<file path="config.mk">
export PLATFORM = sky130hd
export DESIGN_NAME = controle_jogo
export DESIGN_NICKNAME = d
export VERILOG_FILES = /design/src/rtl/controle_jogo.sv
export SDC_FILE = /design/constraint.sdc
export NUM_CORES = 1
export LEC_CHECK = 0
export CAP_MARGIN = 5
export CORE_ASPECT_RATIO = 1.25
export CORE_MARGIN = 4
export CORE_UTILIZATION = 54
export DETAILED_ROUTE_END_ITERATION = 10
export PLACE_DENSITY_LB_ADDON = 0.12
export RECOVER_POWER = 50
export SETUP_SLACK_MARGIN = 0.5
export SYNTH_ARGS = -nofsm -noshare
export SYNTH_HDL_FRONTEND = slang
export SYNTH_SLANG_ARGS = --single-unit
export TNS_END_PERCENT = 5
</file>
<file path="constraint.sdc">
create_clock -name CLOCK_50 -period 4.8 [get_ports CLOCK_50]
set_clock_uncertainty 0.2 [all_clocks]
set_input_delay 0.48 -clock CLOCK_50 [delete_from_list [all_inputs] [get_ports CLOCK_50]]
set_output_delay 0.48 -clock CLOCK_50 [all_outputs]
set_load 0.03 [all_outputs]
</file>
<file path="src/rtl/controle_jogo.sv">
// controle_jogo -- game-logic sequencer feeding the tela renderer.
//
// Once per video frame (frame_tick) it moves the ship, both bullets and the
// enemy, then resolves collisions, lives and score on the following cycle.
// A start / play / game-over state machine gates all of this.
//
// Ports:
//   CLOCK_50                       system clock
//   reset                          synchronous, active-high
//   frame_tick                     one-cycle pulse per frame (CLOCK_50 domain)
//   btn_esq, btn_dir               ship left / right (levels)
//   btn_tiro, btn_start            fire / start (levels, edge-detected here)
//   ativo, perdeu                  renderer mode
//   x_nave, y_nave                 ship top-left, active-area coordinates
//   x_inimigo, y_inimigo           enemy top-left, active-area coordinates
//   inimigo_vivo                   enemy visible / collidable
//   x/y/raio_bola_aliada           player bullet centre (active) and radius
//   x/y/raio_bola_inimiga          enemy bullet centre (raw VGA timing) and radius
//   vidas, pontos                  remaining lives, score
// A bullet is inactive exactly when its radius is 0; its coordinates are 0 then.
module controle_jogo #(
    parameter int LARGURA_TELA   = 640,
    parameter int ALTURA_TELA    = 480,
    parameter int VEL_NAVE       = 4,
    parameter int VEL_BOLA       = 8,
    parameter int VEL_INIMIGO    = 2,
    parameter int VIDAS_INICIAIS = 3,
    parameter int RAIO_BOLA      = 4,
    parameter int PERIODO_TIRO   = 90,
    parameter int ESPERA_RESPAWN = 60
) (
    input  logic       CLOCK_50,
    input  logic       reset,
    input  logic       frame_tick,
    input  logic       btn_esq,
    input  logic       btn_dir,
    input  logic       btn_tiro,
    input  logic       btn_start,
    output logic       ativo,
    output logic       perdeu,
    output logic [9:0] x_nave,
    output logic [9:0] y_nave,
    output logic [9:0] x_inimigo,
    output logic [9:0] y_inimigo,
    output logic       inimigo_vivo,
    output logic [9:0] x_bola_aliada,
    output logic [9:0] y_bola_aliada,
    output logic [9:0] raio_bola_aliada,
    output logic [9:0] x_bola_inimiga,
    output logic [9:0] y_bola_inimiga,
    output logic [9:0] raio_bola_inimiga,
    output logic [1:0] vidas,
    output logic [7:0] pontos
);

    // Sprite sizes are the source bitmaps scaled by 3.
    localparam logic [9:0] LARG_NAVE     = 10'd45;
    localparam logic [9:0] ALT_NAVE      = 10'd51;
    localparam logic [9:0] LARG_INIMIGO  = 10'd33;
    localparam logic [9:0] ALT_INIMIGO   = 10'd24;
    localparam logic [9:0] X_NAVE_INI    = 10'((LARGURA_TELA - 45) / 2);
    localparam logic [9:0] Y_NAVE_INI    = 10'(ALTURA_TELA - 51 - 8);
    localparam logic [9:0] Y_INIMIGO_INI = 10'd40;
    localparam logic [9:0] X_NAVE_MAX    = 10'(LARGURA_TELA - 45);
    localparam logic [9:0] X_INIMIGO_MAX = 10'(LARGURA_TELA - 33);
    localparam logic [9:0] V_NAVE        = 10'(VEL_NAVE);
    localparam logic [9:0] V_BOLA        = 10'(VEL_BOLA);
    localparam logic [9:0] V_INIMIGO     = 10'(VEL_INIMIGO);
    localparam logic [9:0] RAIO          = 10'(RAIO_BOLA);
    // The enemy bullet is kept directly in raw VGA timing coordinates.
    localparam logic [9:0] OFS_X         = 10'd144;
    localparam logic [9:0] OFS_Y         = 10'd35;
    localparam logic [9:0] Y_LIMITE_RAW  = 10'(ALTURA_TELA + 35);
    localparam int W_TIRO = $clog2(PERIODO_TIRO + 1);
    localparam int W_RESP = $clog2(ESPERA_RESPAWN + 1);

    typedef enum logic [2:0] {ESPERA, JOGANDO, MOVE, COLIDE, FIM} estado_t;

    estado_t           estado_reg;
    logic              dir_inimigo_reg;   // 1 = moving right
    logic              tiro_pend_reg;
    logic              tiro_ant_reg;
    logic              start_ant_reg;
    logic [W_TIRO-1:0] cnt_tiro_reg;
    logic [W_RESP-1:0] cnt_respawn_reg;

    logic tiro_sobe, start_sobe, hit_aliada, hit_inimiga, volta_inicio;

    always_ff @(posedge CLOCK_50) begin
        if (reset) begin
            tiro_ant_reg  <= 1'b0;
            start_ant_reg <= 1'b0;
        end else begin
            tiro_ant_reg  <= btn_tiro;
            start_ant_reg <= btn_start;
        end
    end

    assign tiro_sobe  = btn_tiro & ~tiro_ant_reg;
    assign start_sobe = btn_start & ~start_ant_reg;
    // Leaving game-over restores exactly the reset state, so it shares that path.
    assign volta_inicio = (estado_reg == FIM) && start_sobe;

    assign hit_aliada = (raio_bola_aliada != 10'd0) && inimigo_vivo
        && (x_bola_aliada >= x_inimigo) && (x_bola_aliada < x_inimigo + LARG_INIMIGO)
        && (y_bola_aliada >= y_inimigo) && (y_bola_aliada < y_inimigo + ALT_INIMIGO);

    // Ship box shifted into raw coordinates instead of un-offsetting the bullet.
    assign hit_inimiga = (raio_bola_inimiga != 10'd0)
        && (x_bola_inimiga >= x_nave + OFS_X) && (x_bola_inimiga < x_nave + OFS_X + LARG_NAVE)
        && (y_bola_inimiga >= y_nave + OFS_Y) && (y_bola_inimiga < y_nave + OFS_Y + ALT_NAVE);

    always_ff @(posedge CLOCK_50) begin
        if (reset || volta_inicio) begin
            estado_reg        <= ESPERA;
            ativo             <= 1'b0;
            perdeu            <= 1'b0;
            x_nave            <= X_NAVE_INI;
            y_nave            <= Y_NAVE_INI;
            x_inimigo         <= 10'd0;
            y_inimigo         <= Y_INIMIGO_INI;
            inimigo_vivo      <= 1'b1;
            dir_inimigo_reg   <= 1'b1;
            x_bola_aliada     <= 10'd0;
            y_bola_aliada     <= 10'd0;
            raio_bola_aliada  <= 10'd0;
            x_bola_inimiga    <= 10'd0;
            y_bola_inimiga    <= 10'd0;
            raio_bola_inimiga <= 10'd0;
            vidas             <= 2'(VIDAS_INICIAIS);
            pontos            <= 8'd0;
            cnt_tiro_reg      <= '0;
            cnt_respawn_reg   <= '0;
            tiro_pend_reg     <= 1'b0;
        end else begin
            case (estado_reg)
                ESPERA: begin
                    if (start_sobe) begin
                        estado_reg    <= JOGANDO;
                        ativo         <= 1'b1;
                        vidas         <= 2'(VIDAS_INICIAIS);
                        pontos        <= 8'd0;
                        tiro_pend_reg <= 1'b0;
                    end
                end
                JOGANDO: begin
                    if (frame_tick) estado_reg <= MOVE;
                end
                MOVE: begin
                    // Ship: opposite buttons cancel out.
                    if (btn_esq && !btn_dir)
                        x_nave <= (x_nave < V_NAVE) ? 10'd0 : x_nave - V_NAVE;
                    else if (btn_dir && !btn_esq)
                        x_nave <= (x_nave > X_NAVE_MAX - V_NAVE) ? X_NAVE_MAX : x_nave + V_NAVE;

                    // Player bullet: a fresh spawn does not move in its spawn frame.
                    if (raio_bola_aliada != 10'd0) begin
                        if (y_bola_aliada < V_BOLA) begin
                            x_bola_aliada    <= 10'd0;
                            y_bola_aliada    <= 10'd0;
                            raio_bola_aliada <= 10'd0;
                        end else begin
                            y_bola_aliada <= y_bola_aliada - V_BOLA;
                        end
                    end else if (tiro_pend_reg) begin
                        x_bola_aliada    <= x_nave + 10'd22;
                        y_bola_aliada    <= (y_nave == 10'd0) ? 10'd0 : y_nave - 10'd1;
                        raio_bola_aliada <= RAIO;
                    end
                    tiro_pend_reg <= 1'b0;

                    // Enemy: bounce between the screen edges, or count down to respawn.
                    if (inimigo_vivo) begin
                        if (dir_inimigo_reg) begin
                            if (x_inimigo > X_INIMIGO_MAX - V_INIMIGO) begin
                                x_inimigo       <= X_INIMIGO_MAX;
                                dir_inimigo_reg <= 1'b0;
                            end else begin
                                x_inimigo <= x_inimigo + V_INIMIGO;
                            end
                        end else begin
                            if (x_inimigo < V_INIMIGO) begin
                                x_inimigo       <= 10'd0;
                                dir_inimigo_reg <= 1'b1;
                            end else begin
                                x_inimigo <= x_inimigo - V_INIMIGO;
                            end
                        end
                    end else if (cnt_respawn_reg == W_RESP'(ESPERA_RESPAWN - 1)) begin
                        inimigo_vivo    <= 1'b1;
                        x_inimigo       <= 10'd0;
                        dir_inimigo_reg <= 1'b1;
                        cnt_respawn_reg <= '0;
                    end else begin
                        cnt_respawn_reg <= cnt_respawn_reg + 1'b1;
                    end

                    // Enemy fire cadence runs every frame, even while the enemy is dead.
                    if (cnt_tiro_reg == W_TIRO'(PERIODO_TIRO - 1)) begin
                        cnt_tiro_reg <= '0;
                        if (raio_bola_inimiga == 10'd0 && inimigo_vivo) begin
                            x_bola_inimiga    <= x_inimigo + 10'd16 + OFS_X;
                            y_bola_inimiga    <= y_inimigo + ALT_INIMIGO + OFS_Y;
                            raio_bola_inimiga <= RAIO;
                        end
                    end else begin
                        cnt_tiro_reg <= cnt_tiro_reg + 1'b1;
                    end

                    if (raio_bola_inimiga != 10'd0) begin
                        if (y_bola_inimiga + V_BOLA >= Y_LIMITE_RAW) begin
                            x_bola_inimiga    <= 10'd0;
                            y_bola_inimiga    <= 10'd0;
                            raio_bola_inimiga <= 10'd0;
                        end else begin
                            y_bola_inimiga <= y_bola_inimiga + V_BOLA;
                        end
                    end
                    estado_reg <= COLIDE;
                end
                COLIDE: begin
                    if (hit_aliada) begin
                        x_bola_aliada    <= 10'd0;
                        y_bola_aliada    <= 10'd0;
                        raio_bola_aliada <= 10'd0;
                        inimigo_vivo     <= 1'b0;
                        if (pontos != 8'hFF) pontos <= pontos + 8'd1;
                    end
                    if (hit_inimiga && vidas != 2'd0) begin
                        x_bola_inimiga    <= 10'd0;
                        y_bola_inimiga    <= 10'd0;
                        raio_bola_inimiga <= 10'd0;
                        vidas             <= vidas - 2'd1;
                    end
                    if (hit_inimiga && vidas == 2'd1) begin
                        estado_reg <= FIM;
                        perdeu     <= 1'b1;
                    end else begin
                        estado_reg <= JOGANDO;
                    end
                end
                FIM: begin
                    // Frozen; btn_start is handled by the restore path above.
                end
                default: estado_reg <= ESPERA;
            endcase
            // A new fire press wins over the MOVE-cycle clear.
            if (tiro_sobe) tiro_pend_reg <= 1'b1;
        end
    end

endmodule

</file>
### Yosys cells after proc, flatten, opt, wreduce, memory -nomap -nowiden

Index checks and enable logic that the tools add are counted.

| operators by class | value |
|---|---|
| add/subtract/negate cells | 16 |
| multiply operators | 0 |
| div/mod/pow operators | 0 |
| magnitude comparators | 14 |
| eq/ne operators | 18 |
| shift operators | 0 |
| multiplexer cells | 62 |
| bitwise logic cells | 6 |
| reductions and logical operators | 42 |

Operators with widths:

| cell | number |
|---|---|
| 2-to-1 mux 10 bit | 31 |
| one-hot mux 10 bit (2 select lines) | 6 |
| 2-to-1 mux 8 bit | 3 |
| adder 10 x 5 -> 10 bit (second input constant) | 2 |
| adder 10 x 6 -> 10 bit (second input constant) | 2 |
| adder 10 x 8 -> 10 bit (second input constant) | 2 |
| greater-or-equal comparator 10 bit | 2 |
| > comparator 10 bit (second input constant) | 2 |
| < comparator 10 bit | 2 |
| nonzero test 10 bit | 2 |
| one-hot mux 8 bit (2 select lines) | 1 |
| AND reduction 2 bit | 8 |
| logical AND 1 bit | 15 |
| != test 3 bit (second input constant) | 5 |
| one-hot mux 3 bit (5 select lines) | 1 |
| AND reduction 4 bit | 3 |
| adder 10 x 2 -> 10 bit (second input constant) | 1 |
| adder 10 x 3 -> 10 bit (second input constant) | 1 |
| adder 10 x 4 -> 10 bit (second input constant) | 1 |
| greater-or-equal comparator 10 bit (second input constant) | 1 |
| greater-or-equal comparator 10 x 6 -> 1 bit (second input constant) | 1 |
| greater-or-equal comparator 10 x 9 -> 1 bit (second input constant) | 1 |
| zero test 10 bit | 1 |
| < comparator 10 x 2 -> 1 bit (second input constant) | 1 |
| other kinds (34) | 63 |

| word-level totals | value |
|---|---|
| flip-flop bits (word level) | 113 |
| bits in latches | 0 |
| memory bits (writable) | 0 |
| bits in read-only memories | 0 |
| input port bits | 7 |
| output and inout bits | 113 |
| logic and storage cells | 178 |
| memories | 0 |

### Longest topological paths before layout

| logic depth | value |
|---|---|
| word-level depth | 9 |
| mapped depth | 18 |
| mapped depth without buffers | 16 |

### Worst setup path after synthesis

OpenSTA, ideal clock, no wires.

| timing path | value |
|---|---|
| path kind | register -> register |
| start point | reg x_nave[2] |
| end point | reg y_bola_inimiga[7] |
| setup time | 0.071 ns |
| arrival time | 4.043 ns |
| data required time | 4.529 ns |
| slack | 0.486 ns |
| cell stages (with the launch flop) | 17 |
| buffers on the path | 1 |
| clock period less this slack | 4.314 ns |
| cells stage by stage | dfxtp_1 clkbuf_1 inv_1 ha_1 a21oi_1 and2_1 nor2_1 o21bai_1 nor3_1 xor2_1 ha_1 a2111oi_2 or4b_4 nor4b_4 nor2_2 or4b_1 a21oi_1 |

| between the ends | value |
|---|---|
| word-level cells in the longest chain between the ends | 9 |
| elaborated cells on any way between the ends | 11 |
| those cells by class | add/sub (2); order compare (2); eq/ne (1); reduce/logical (6) |

RTL lines:

| item | line | RTL |
|---|---|---|
| from (decl) | 41 | `output logic [9:0] x_nave,` |
| from (signal assigned) | 152 | `x_nave <= (x_nave < V_NAVE) ? 10'd0 : x_nave - V_NAVE;` |
| from (signal assigned) | 154 | `x_nave <= (x_nave > X_NAVE_MAX - V_NAVE) ? X_NAVE_MAX : x_nave + V_NAVE;` |
| adder 10 x 8 -> 10 bit (*) | 110 | `&& (x_bola_inimiga >= x_nave + OFS_X) && (x_bola_inimiga < x_nave + OFS_X + LARG_NAVE)` |
| adder 10 x 6 -> 10 bit / greater-or-equal comparator 10 bit (equally long branches) | 110 |  |
| < comparator 10 bit / logical AND 1 bit (equally long branches) | 110 |  |
| logical AND 1 bit (*) | 110 |  |
| logical AND 1 bit (*) (2 in series) | 111 | `&& (y_bola_inimiga >= y_nave + OFS_Y) && (y_bola_inimiga < y_nave + OFS_Y + ALT_NAVE);` |
| logical AND 1 bit (*) | 229 | `if (hit_inimiga && vidas != 2'd0) begin` |
| != test 2 bit (no source line) (*) | -- |  |
| AND reduction 4 bit (no source line) (*) | -- |  |
| to (signal assigned) | 203 | `y_bola_inimiga <= y_inimigo + ALT_INIMIGO + OFS_Y;` |
| to (signal assigned) | 216 | `y_bola_inimiga <= y_bola_inimiga + V_BOLA;` |
| to (decl) | 50 | `output logic [9:0] y_bola_inimiga,` |

Mark *: on every way between the ends. The rest lies on a longest branch, timed or not.
A chain may end at the register's enable or synchronous reset.

### Worst setup path in the final report

| timing path | value |
|---|---|
| start point | reg x_nave[2] |
| end point | reg y_bola_inimiga[8] |

The elaborated chain is that of the path after synthesis.

==> flow_metrics.env <==
export IMPL_outcome="finished, final reports clean"
export IMPL_tritoncts="done"
export IMPL_crit_path_start_kind="register"
export IMPL_seqPwrFrac_pct=49.4
export IMPL_timing_final_crit_share_pct=87.2
export IMPL_maxCapViolCount=0
export IMPL_slowest_delay_ns=0.52
export IMPL_synth_edf_count=0
export IMPL_synthFlopType="dfxtp_1"
export IMPL_fin_nets=983
export IMPL_syn_area_per_cell_um2=7.99
export IMPL_grt_overflow_total=0
export IMPL_crit_path_end_kind="register"
export IMPL_p_leak_nw=3.33
export IMPL_ir_drop_mv=0.150
export IMPL_start_util_pct=55.2
export IMPL_clk_pin_slew_ns=0.07
export IMPL_antenna_left=0
export IMPL_core_region_area_um2=12100
export IMPL_io_buffers=87
export IMPL_global_route_usage_total_pct=24.9
export IMPL_relSlewSlack_pct=7.02
export IMPL_drc=0
export IMPL_swShare_pct=28.0
export IMPL_worst_pin_slew_ns=1.39
export IMPL_first_global_vias=5985
export IMPL_clock_root_buffer="clkbuf_16"
export IMPL_grt_max_degree=21
export IMPL_worstPathCellList="clkinvlp_4 -> ha_1 -> a21oi_2 -> and2_4 -> nor2_1 -> o21bai_1 -> nor3_1 -> xor2_1 -> ha_1 -> a2111oi_4 -> or4b_4 -> nor4b_4 -> nor2_4 -> or4b_1 -> a21oi_1"
export IMPL_area_growth_pct=18.0
export IMPL_critPathArrivalTime_ns=4.26
export IMPL_drv_slew=0
export IMPL_antenna_found_initial=0
export IMPL_worstSetupPathType="reg -> reg"
export IMPL_clk_latency_ns=0.35
export IMPL_finalSetupViolations=0
export IMPL_num_rows=45
export IMPL_fmax_mhz=239
export IMPL_finalHoldViolCount=0
export IMPL_p_per_area_nw_per_um2=220
export IMPL_pwr_share_clk_pct=39.3
export IMPL_fp_dieW_um=107
export IMPL_p_sw_mw=0.485
export IMPL_ys_async_sr_fraction_pct=0
export IMPL_synth_cell_types=68
export IMPL_syn_inst=836
export IMPL_ys_seq_area_share_pct=30.0
export IMPL_dpl_cell_area_um2=7510
export IMPL_p_int_mw=1.25
export IMPL_cts_buffer_depth=2
export IMPL_drt_initial_drc_count=436
export IMPL_finalCriticalPeriod_ns=4.18
export IMPL_rsz0062_at_grt="no"
export IMPL_clock_sinks=100
export IMPL_hpwl_um=13600
export IMPL_htreeDepth=3
export IMPL_gp_congestion=0.942
export IMPL_wl_per_cell_um=16.5
export IMPL_synth_area_um2=6680
export IMPL_dr_pass1_iters=5
export IMPL_crit_path_top_delay_cell="or4b_4"
export IMPL_grt_pass1_wl_um=29000
export IMPL_final_area_um2=7880
export IMPL_via_count=6308
export IMPL_yosys_register_bits=100
export IMPL_die_h_um=132
export IMPL_cts_buffers=9
export IMPL_crit_required_ns=4.87
export IMPL_vias_per_cell=5.86
export IMPL_n_antenna_cell=0
export IMPL_crit_path_max_fanout=8
export IMPL_io_pins=120
export IMPL_die_area_um2=14200
export IMPL_ys_warn_count=0
export IMPL_totalWireLength_um=17800
export IMPL_hp_class="reg -> reg"
export IMPL_fin_tns_setup_ns=0
export IMPL_pwr_share_comb_pct=11.4
export IMPL_drive_gt1_share_pct=5.37
export IMPL_cp_common_cell="ha_1"
export IMPL_ctsHoldBuffers=0
-- power by group through the flow --
stage	sequential [mW]	clock, mW	combinational (mW)
floorplan	0.880	0	0.155
CTS	0.856	0.687	0.196
global route	0.857	0.723	0.215
finish	0.856	0.681	0.197
global placement	0.875	0	0.190
detailed placement	0.875	0	0.194
-- per-layer routing --
layer	GRT usage [%]	share of wire, %
met2	42.6	50
met1	31.2	41
met3	4.26	6.0
met4	8.77	2.4
met5	0	0
-- per-stage QoR --
stage	hold WS (ns)	worst slack, ns	instances	power [mW]	util (%)
3_3_place_gp	0.229	0.635	1051	1.06	62.1
5_1_grt	0.279	0.460	1076	1.80	65.1
6_report	0.247	0.615	1076	1.73	65.1
2_1_floorplan	0.258	0.592	866	1.03	-
4_1_cts	0.249	0.477	1068	1.74	64.4
3_5_place_dp	0.235	0.468	1051	1.07	62.1
-- path summary, 6_finish.rpt --
check                           cells past startpoint  slack [ns]                               from                           endpoint
worst max-delay path                               15        0.62             x_nave[2]$_SDFFE_PP0P_     y_bola_inimiga[8]$_SDFFE_PP0P_
worst min register to register                      2        0.25  raio_bola_inimiga[4]$_SDFFE_PP0P_  raio_bola_inimiga[4]$_SDFFE_PP0P_
worst min-delay path                                2        0.25  raio_bola_inimiga[4]$_SDFFE_PP0P_  raio_bola_inimiga[4]$_SDFFE_PP0P_
worst max register to register                     15        0.62             x_nave[2]$_SDFFE_PP0P_     y_bola_inimiga[8]$_SDFFE_PP0P_
-- timing repair --
action	in CTS	in global routing
hold endpoints to repair	0	0
buffers inserted	2	8
gates resized for setup	0	7
pin swaps	1	6
endpoints found under the setup margin	20	22
gates cloned	0	0
-- critical path, delay by kind of cell (launching register included) --
family / cells / cell delay [ns]
buf+inv: 1 / 0.12
simple gates: 7 / 1.82
fa+ha+maj: 2 / 0.55
flops: 1 / 0.40
compound gates: 4 / 0.83
xor+xnor: 1 / 0.16
-- cell families after synthesis --
family,count (synthesis),share of synthesized area (%)
AOI/OAI and AO/OA,194,18.6
xor gates and xnor gates,46,6.03
adders and majority gates,68,12.7
buffers and inverters,118,8.66
DFF,100,30.0
muxes,11,1.67
other,2,0.112
and+or+nand+nor,297,22.2
-- cell usage after synthesis, drive strengths merged (5+ instances only) --
cell	number	area share, %
a211oi	9	1.0
a21o	5	0.56
a21oi	60	4.5
a311oi	7	0.92
a31oi	8	0.75
and2	8	0.75
and3	10	0.94
and4	5	0.66
buf	41	4.3
clkbuf	32	1.8
dfxtp	100	30
ha	68	13
inv	45	2.5
mux2i	10	1.5
nand2	67	3.8
nand2b	8	0.75
nand3	29	2.2
nand4	14	1.3
nor2	90	5.1
nor2b	5	0.47
nor3	24	1.8
nor4	10	1.1
o211ai	5	0.56
o21ai	49	3.7
o22ai	6	0.56
o31ai	9	1.2
o41ai	6	0.79
or3	10	0.94
xnor2	27	3.5
xor2	19	2.5
-- area by class of cell --
class | count | area, µm²
Clock buffer | 10 | 229
Tap cell | 164 | 205
Timing Repair Buffer | 104 | 998
Fill cell | 1093 | 4220
Inverter | 45 | 173
Multi-Input combinational cell | 648 | 4230
Clock inverter | 5 | 36.3
Sequential cell | 100 | 2010
-- cell usage in the layout, fill, tap and decap left out, types with 4 or more instances in the layout --
cell type | Yosys | final
a211oi_1 | 9 | 9
a21o_1 | 5 | 5
a21oi_1 | 60 | 59
a311oi_1 | 7 | 7
a31oi_1 | 8 | 8
and2_1 | 8 | 6
and3_1 | 10 | 10
and4_1 | 5 | 5
buf_4 | 35 | 17
clkbuf_16 | 0 | 9
clkdlybuf4s50_1 | 0 | 4
conb_1 | 2 | 32
dfxtp_1 | 100 | 98
dlygate4sd3_1 | 0 | 83
ha_1 | 68 | 68
inv_1 | 44 | 44
mux2i_1 | 10 | 10
nand2_1 | 67 | 67
nand2b_1 | 8 | 8
nand3_1 | 28 | 28
nand4_1 | 14 | 14
nor2_1 | 89 | 89
nor2b_1 | 5 | 5
nor3_1 | 24 | 24
nor4_1 | 8 | 8
o211ai_1 | 5 | 5
o21ai_0 | 37 | 37
o21ai_1 | 12 | 12
o22ai_1 | 6 | 6
o31ai_1 | 8 | 8
o41ai_1 | 6 | 6
or3_1 | 10 | 10
xnor2_1 | 27 | 27
xor2_1 | 19 | 19
No activity file was read; power rests on OpenSTA's default activity.
